**config.mk**
```make
export PLATFORM = sky130hd
export DESIGN_NAME = axioma_sleep_ctrl
export DESIGN_NICKNAME = d
export VERILOG_FILES = /design/src/rtl/axioma_sleep_ctrl.sv
export SDC_FILE = /design/constraint.sdc
export NUM_CORES = 1
export LEC_CHECK = 0
export CORE_ASPECT_RATIO = 0.5
export CORE_MARGIN = 2
export CORE_UTILIZATION = 44
export CTS_CLUSTER_SIZE = 20
export DETAILED_ROUTE_END_ITERATION = 12
export GPL_TIMING_DRIVEN = 1
export PLACE_DENSITY = 0.84
export SLEW_MARGIN = 20
export SYNTH_ARGS = -nofsm -noshare
export SYNTH_HDL_FRONTEND = slang
export SYNTH_SLANG_ARGS = --single-unit
```
**constraint.sdc**
```tcl
create_clock -name clk -period 2.25 [get_ports clk]
set_input_delay 0.45 -clock clk [delete_from_list [all_inputs] [get_ports clk]]
set_output_delay 0.45 -clock clk [all_outputs]
set_load 0.01 [all_outputs]
```
**src/rtl/axioma_sleep_ctrl.sv**
```systemverilog
// Sleep/power-mode sequencer: owns SMCR, accepts SLEEP, gates clock domains,
// qualifies wake sources per mode and times oscillator start-up before resuming the CPU.
module axioma_sleep_ctrl #(
    parameter logic [5:0] ADDR_SMCR       = 6'h33,
    parameter int         STARTUP_DEEP    = 16,
    parameter int         STARTUP_STANDBY = 6
) (
    input  logic       clk,
    input  logic       reset_n,
    input  logic [5:0] io_addr,
    input  logic [7:0] io_data_in,
    output logic [7:0] io_data_out,
    input  logic       io_read,
    input  logic       io_write,
    input  logic       sleep_req,
    input  logic       wake_irq_any,
    input  logic       wake_ext_int,
    input  logic       wake_pcint,
    input  logic       wake_twi,
    input  logic       wake_wdt,
    input  logic       wake_timer2,
    input  logic       wake_adc,
    output logic       cpu_halt,
    output logic       cpu_wake,
    output logic       sleep_enable,
    output logic [2:0] sleep_mode,
    output logic       clk_cpu_en,
    output logic       clk_io_en,
    output logic       clk_adc_en,
    output logic       clk_osc_en,
    output logic       clk_async_en,
    output logic [2:0] debug_state
);

    typedef enum logic [2:0] {
        ST_ACTIVE     = 3'd0,
        ST_ENTER      = 3'd1,
        ST_SLEEP      = 3'd2,
        ST_WAKE_DELAY = 3'd3,
        ST_RESUME     = 3'd4
    } state_t;

    localparam logic [2:0] SM_IDLE        = 3'b000;
    localparam logic [2:0] SM_ADC_NR      = 3'b001;
    localparam logic [2:0] SM_POWER_DOWN  = 3'b010;
    localparam logic [2:0] SM_POWER_SAVE  = 3'b011;
    localparam logic [2:0] SM_STANDBY     = 3'b110;
    localparam logic [2:0] SM_EXT_STANDBY = 3'b111;

    localparam logic [7:0] DEEP_CNT    = STARTUP_DEEP[7:0];
    localparam logic [7:0] STANDBY_CNT = STARTUP_STANDBY[7:0];

    // {cpu_halt, cpu_wake, sleep_enable, cpu, io, adc, osc, async}
    localparam logic [7:0] OUT_ACTIVE = 8'b000_11111;
    localparam logic [7:0] OUT_RESUME = 8'b011_11111;

    function automatic logic mode_valid(input logic [2:0] sm);
        case (sm)
            SM_IDLE, SM_ADC_NR, SM_POWER_DOWN,
            SM_POWER_SAVE, SM_STANDBY, SM_EXT_STANDBY: mode_valid = 1'b1;
            default:                                   mode_valid = 1'b0;
        endcase
    endfunction

    // Domain enables {cpu, io, adc, osc, async} while the mode is sleeping
    function automatic logic [4:0] domain_en(input logic [2:0] sm);
        case (sm)
            SM_IDLE:        domain_en = 5'b01111;
            SM_ADC_NR:      domain_en = 5'b00111;
            SM_POWER_DOWN:  domain_en = 5'b00000;
            SM_POWER_SAVE:  domain_en = 5'b00001;
            SM_STANDBY:     domain_en = 5'b00010;
            SM_EXT_STANDBY: domain_en = 5'b00011;
            default:        domain_en = 5'b11111;
        endcase
    endfunction

    function automatic logic wake_cond(input logic [2:0] sm, input logic irq, input logic ext,
                                       input logic pc, input logic twi, input logic wdt,
                                       input logic t2, input logic adc);
        case (sm)
            SM_IDLE:                        wake_cond = irq;
            SM_ADC_NR:                      wake_cond = ext | pc | twi | wdt | t2 | adc;
            SM_POWER_DOWN, SM_STANDBY:      wake_cond = ext | pc | twi | wdt;
            SM_POWER_SAVE, SM_EXT_STANDBY:  wake_cond = ext | pc | twi | wdt | t2;
            default:                        wake_cond = 1'b0;
        endcase
    endfunction

    function automatic logic [7:0] out_decode(input state_t st, input logic [2:0] sm);
        case (st)
            ST_ACTIVE:          out_decode = OUT_ACTIVE;
            ST_ENTER, ST_SLEEP: out_decode = {3'b101, domain_en(sm)};
            ST_WAKE_DELAY:      out_decode = {3'b101, domain_en(sm) | 5'b00010};
            ST_RESUME:          out_decode = OUT_RESUME;
            default:            out_decode = OUT_ACTIVE;
        endcase
    endfunction

    state_t     state_r, state_nxt_s;
    logic [2:0] sm_r;
    logic       se_r;
    logic [2:0] mode_r, mode_nxt_s;
    logic [7:0] cnt_r, cnt_nxt_s;
    logic [7:0] out_r, out_nxt_s;
    logic       smcr_wr_s;
    logic       wake_s;
    logic       fast_mode_s;
    logic       unused_data_s;

    assign smcr_wr_s     = io_write && (io_addr == ADDR_SMCR);
    assign wake_s        = wake_cond(mode_r, wake_irq_any, wake_ext_int, wake_pcint,
                                     wake_twi, wake_wdt, wake_timer2, wake_adc);
    assign fast_mode_s   = (mode_r == SM_IDLE) || (mode_r == SM_ADC_NR);
    assign unused_data_s = ^io_data_in[7:4];

    // Next-state, latched mode and start-up counter
    always_comb begin
        state_nxt_s = state_r;
        mode_nxt_s  = mode_r;
        cnt_nxt_s   = cnt_r;
        case (state_r)
            ST_ACTIVE: begin
                if (sleep_req && se_r && mode_valid(sm_r)) begin
                    state_nxt_s = ST_ENTER;
                    mode_nxt_s  = sm_r;
                end else begin
                    state_nxt_s = ST_ACTIVE;
                end
            end
            ST_ENTER, ST_SLEEP: begin
                if (wake_s) begin
                    if (fast_mode_s) begin
                        state_nxt_s = ST_RESUME;
                    end else begin
                        state_nxt_s = ST_WAKE_DELAY;
                        cnt_nxt_s   = ((mode_r == SM_POWER_DOWN) || (mode_r == SM_POWER_SAVE))
                                      ? DEEP_CNT : STANDBY_CNT;
                    end
                end else begin
                    state_nxt_s = ST_SLEEP;
                end
            end
            ST_WAKE_DELAY: begin
                // Counter value is the number of WAKE_DELAY cycles still to come, this one included
                if (cnt_r <= 8'd1) begin
                    state_nxt_s = ST_RESUME;
                end else begin
                    cnt_nxt_s = cnt_r - 8'd1;
                end
            end
            ST_RESUME: state_nxt_s = ST_ACTIVE;
            default:   state_nxt_s = ST_ACTIVE;
        endcase
        out_nxt_s = out_decode(state_nxt_s, mode_nxt_s);
    end

    // Sequencer state and registered outputs
    always_ff @(posedge clk or negedge reset_n) begin
        if (!reset_n) begin
            state_r <= ST_ACTIVE;
            mode_r  <= 3'd0;
            cnt_r   <= 8'd0;
            out_r   <= OUT_ACTIVE;
        end else begin
            state_r <= state_nxt_s;
            mode_r  <= mode_nxt_s;
            cnt_r   <= cnt_nxt_s;
            out_r   <= out_nxt_s;
        end
    end

    // SMCR register, writable in every state
    always_ff @(posedge clk or negedge reset_n) begin
        if (!reset_n) begin
            sm_r <= 3'd0;
            se_r <= 1'b0;
        end else if (smcr_wr_s) begin
            sm_r <= io_data_in[3:1];
            se_r <= io_data_in[0];
        end else begin
            sm_r <= sm_r;
            se_r <= se_r;
        end
    end

    // SMCR read mux
    always_comb begin
        if (io_read && (io_addr == ADDR_SMCR)) begin
            io_data_out = {4'b0000, sm_r, se_r};
        end else begin
            io_data_out = 8'h00;
        end
    end

    assign cpu_halt     = out_r[7];
    assign cpu_wake     = out_r[6];
    assign sleep_enable = out_r[5];
    assign clk_cpu_en   = out_r[4];
    assign clk_io_en    = out_r[3];
    assign clk_adc_en   = out_r[2];
    assign clk_osc_en   = out_r[1];
    assign clk_async_en = out_r[0];
    assign sleep_mode   = mode_r;
    assign debug_state  = state_r;

endmodule

```
==> summary.txt <==
Timing
  • RSZ-0062 raised after global routing: no
  • Rel. slew slack: 51.10%
  • Setup TNS: 0 ps
  • Tmin final: 2198 ps
  • Hold slack: 542.7 ps
  • Final Hold Viols: 0
  • Worst-margin pin slew: 726.8 ps
  • Final number of setup-violating endpoints: 0
  • F_max: 454.9 MHz
  • Final period util: 97.69%
  • Max Clock Skew: 1.476 ps
  • Max Slew Vio Count: 0

Power and ir drop
  • Pwr/cell area: 1254 mW/mm²
  • Total power: 2316 µW
  • Switching Power: 916.7 µW
  • Clk pwr share: 11.1%
  • Sw frac: 39.58%
  • Internal power: 1399 µW
  • Leakage: 0.0007847 µW
  • Peak supply drop: 0.4187 mV
  • Flop pwr share: 34.9%
  • Combinational Power Share: 54.1%

Synthesis
  • Flops & latches, synth: 26
  • Register area share after synthesis: 48.79%
  • Post-Syn Instances: 124
  • Avg Inst Size Synth: 10.86 µm²
  • Syn. warnings: 0
  • Syn Std Cell Area: 0.001346 mm²
  • Cell variety after synth: 45

Route
  • DRT Wirelength: 3.063 mm
  • Vias per Instance: 5.500
  • Initial DRC count: 52
  • DR pass1 iterations: 4
  • Wire per inst: 14.59 µm
  • Via count: 1155
  • DRC: 0
  • Post-DRT Antenna Nets: 0

Cells and area
  • Fin area: 0.001847 mm²
  • Most common cell after layout, fill and taps aside: clkdlybuf4s50_1
  • Antenna diodes: 0
  • Cell Count, Final, Fillers Out: 210
  • Multi-input logic area: 639.4 µm²
  • Fraction of final layout cells sized beyond drive strength 1: 18.24%
  • Area Overhead vs Synth: 37.17%
  • Commonest cells after routing, fill and taps aside: clkdlybuf4s50_1, dfrtp_1, inv_1, nor2_1, nand2_1
  • Final nets: 199
  • Fill count: 250
  • Sequential cell area: 656.9 µm²

Critical path
  • Buffers and inverters on the worst path: 3
  • Worst Setup EP: io_data_out[0]
  • R2r worst-path depth: 7
  • Crit-path slowest cell: clkdlybuf4s50_1
  • Crit path from: io_addr[0]
  • R2r endpoint: cnt_r[7]
  • Critical Path Sink Type: primary output
  • Worst Setup Start Kind: input port
  • CP Data Required Time: 1800 ps
  • Worst path max stage delay: 460 ps
  • Levels on crit path: 6
  • Critical path fanouts, max: 5
  • Cell family with most CP delay: buffers and inverters
  • R2R setup slack: 340 ps
  • CP cell instances: clkdlybuf4s50_1 -> nand2_1 -> nor4_2 -> buf_4 -> and3_1 -> dlygate4sd2_1
  • Critical Path AT: 1750 ps
  • Crit path kind: in2out
  • R2r startpoint: cnt_r[0]

Clocking
  • Post-CTS setup buffer count: 0
  • Clk Latency, worst-skew pair: 260 ps
  • Num Clock Sinks: 26
  • Clock tree buffer depth: 2
  • Reg clk slew, reported paths: 80 ps
  • CTS Root Cell: clkbuf_8
  • CTS H-tree depth: 1
  • TritonCTS Buffers: 3
  • TritonCTS clock tree: built

Global routing
  • First-pass GRT wire length: 5.057 mm
  • Vias in the first global route: 1086
  • Grt met2 use: 32.74%
  • Initial antenna violation count: 0
  • Largest net degree at the start of global routing: 27
  • Tot GR Track Use: 18.94%
  • Met1 GRT Util: 23.80%
  • GR peak layer: met2
  • Grt met3 use: 5.106%
  • Grt ovf: 0

Hold path
  • Hold WC Path Type: in2async

Placement
  • Post-Place Cell Area: 0.001802 mm²
  • Port-buffer cells: 39
  • Final GP Congestion: 0.9152
  • Placed Cells: 206
  • Dpl hpwl: 2.341 mm

Die
  • Die area: 0.003545 mm²
  • # rows: 14
  • Num ports: 48
  • Core area: 0.002960 mm²
  • Chip Width: 82.23 µm
  • Starting Density: 45.48%
  • DIE HEIGHT: 43.12 µm

Outcome
  • Status: completed

Run
  • Maxcap violations: 0
[power by group through the flow]
stage / registers (µW) / logic, µW / clock network (µW)
2_1_floorplan: 837 / 737 / 0
3_3_place_gp: 808 / 1200 / 0
3_5_place_dp: 814 / 1240 / 0
4_1_cts: 807 / 1250 / 265
5_1_grt: 832 / 1360 / 281
6_report: 808 / 1250 / 256
[logic make-up after synthesis]
| group | count (synthesis) | share of synthesized area (%) |
|---|---|---|
| simple gates | 43 | 17.84 |
| xor+xnor | 2 | 1.301 |
| flops | 26 | 48.79 |
| buf+inv | 14 | 5.018 |
| other cells | 1 | 0.2785 |
| mux | 6 | 5.018 |
| compound gates | 30 | 19.89 |
| fa+ha+maj | 2 | 1.858 |
[per-stage QoR]
step | worst slack (ps) | util (%)
6_report | 51.91 | 62.38
5_1_grt | 1.759 | 62.38
4_1_cts | 28.25 | 62.43
3_5_place_dp | -250.7 | 60.86
3_3_place_gp | -262.8 | 60.86
2_1_floorplan | 437.7 | -
[routing by layer]
layer	share of wire (%)	vias to the layer above
li1	-	549
met1	42	569
met2	52	33
met3	4.5	4
met4	0.78	0
met5	0	-
[final cells by class]
class	instances	area share (%)
clock buffers	4	2.439
flip-flops and latches	26	35.57
repair buffers	44	22.83
inverters	9	1.829
multi-input cells	87	34.62
well taps	40	2.710
[synth_stat cells (all sizes together)]
library cell,n,area share (%)
o32ai,1,0.65
a2111oi,2,3.2
a21oi,6,2.2
o211ai,1,0.56
mux2,6,5.0
nand3b,3,1.7
a41o,1,0.74
nor4,2,0.93
xnor2,1,0.65
or2,2,0.93
xor2,1,0.65
a221o,1,0.74
or3,1,0.46
and3b,1,0.65
conb,1,0.28
a31o,1,0.65
nor2,10,3.0
nand2b,1,0.46
nor3b,2,1.1
nand2,8,2.2
and3,5,2.4
or4b,1,0.74
o22ai,2,0.93
nand3,3,1.1
nand4,2,0.93
a21boi,1,0.56
dfrtp,21,39
buf,5,2.5
or4,1,0.84
inv,9,2.5
nor3,1,0.37
a221oi,1,0.65
o41ai,3,2.0
o31a,1,1.3
dfstp,5,9.8
a32o,1,0.74
ha,2,1.9
o21ai,5,2.1
o2111ai,2,1.3
o31ai,1,1.6
[registers in the layout, summed over array words and instances, names as in the netlist]
name,cells
se_r,1
out_r,8
debug_state,3
sm_r,3
sleep_mode,3
cnt_r,8
[how the worst min path moves through the flow]
stage | endpoint | cells after the start
floorplan | cnt_r[0] | 0
global placement | cnt_r[1] | 1
global route | debug_state[1] | 2
detailed placement | cnt_r[4] | 2
CTS | debug_state[1] | 2
finish | debug_state[1] | 2
[repair_timing]
action                                  4_1_cts  5_1_grt
gates resized for setup                       5        4
endpoints found under the setup margin        4        3
hold buffers                                  0        0
Power figures use the tool's default switching activity.
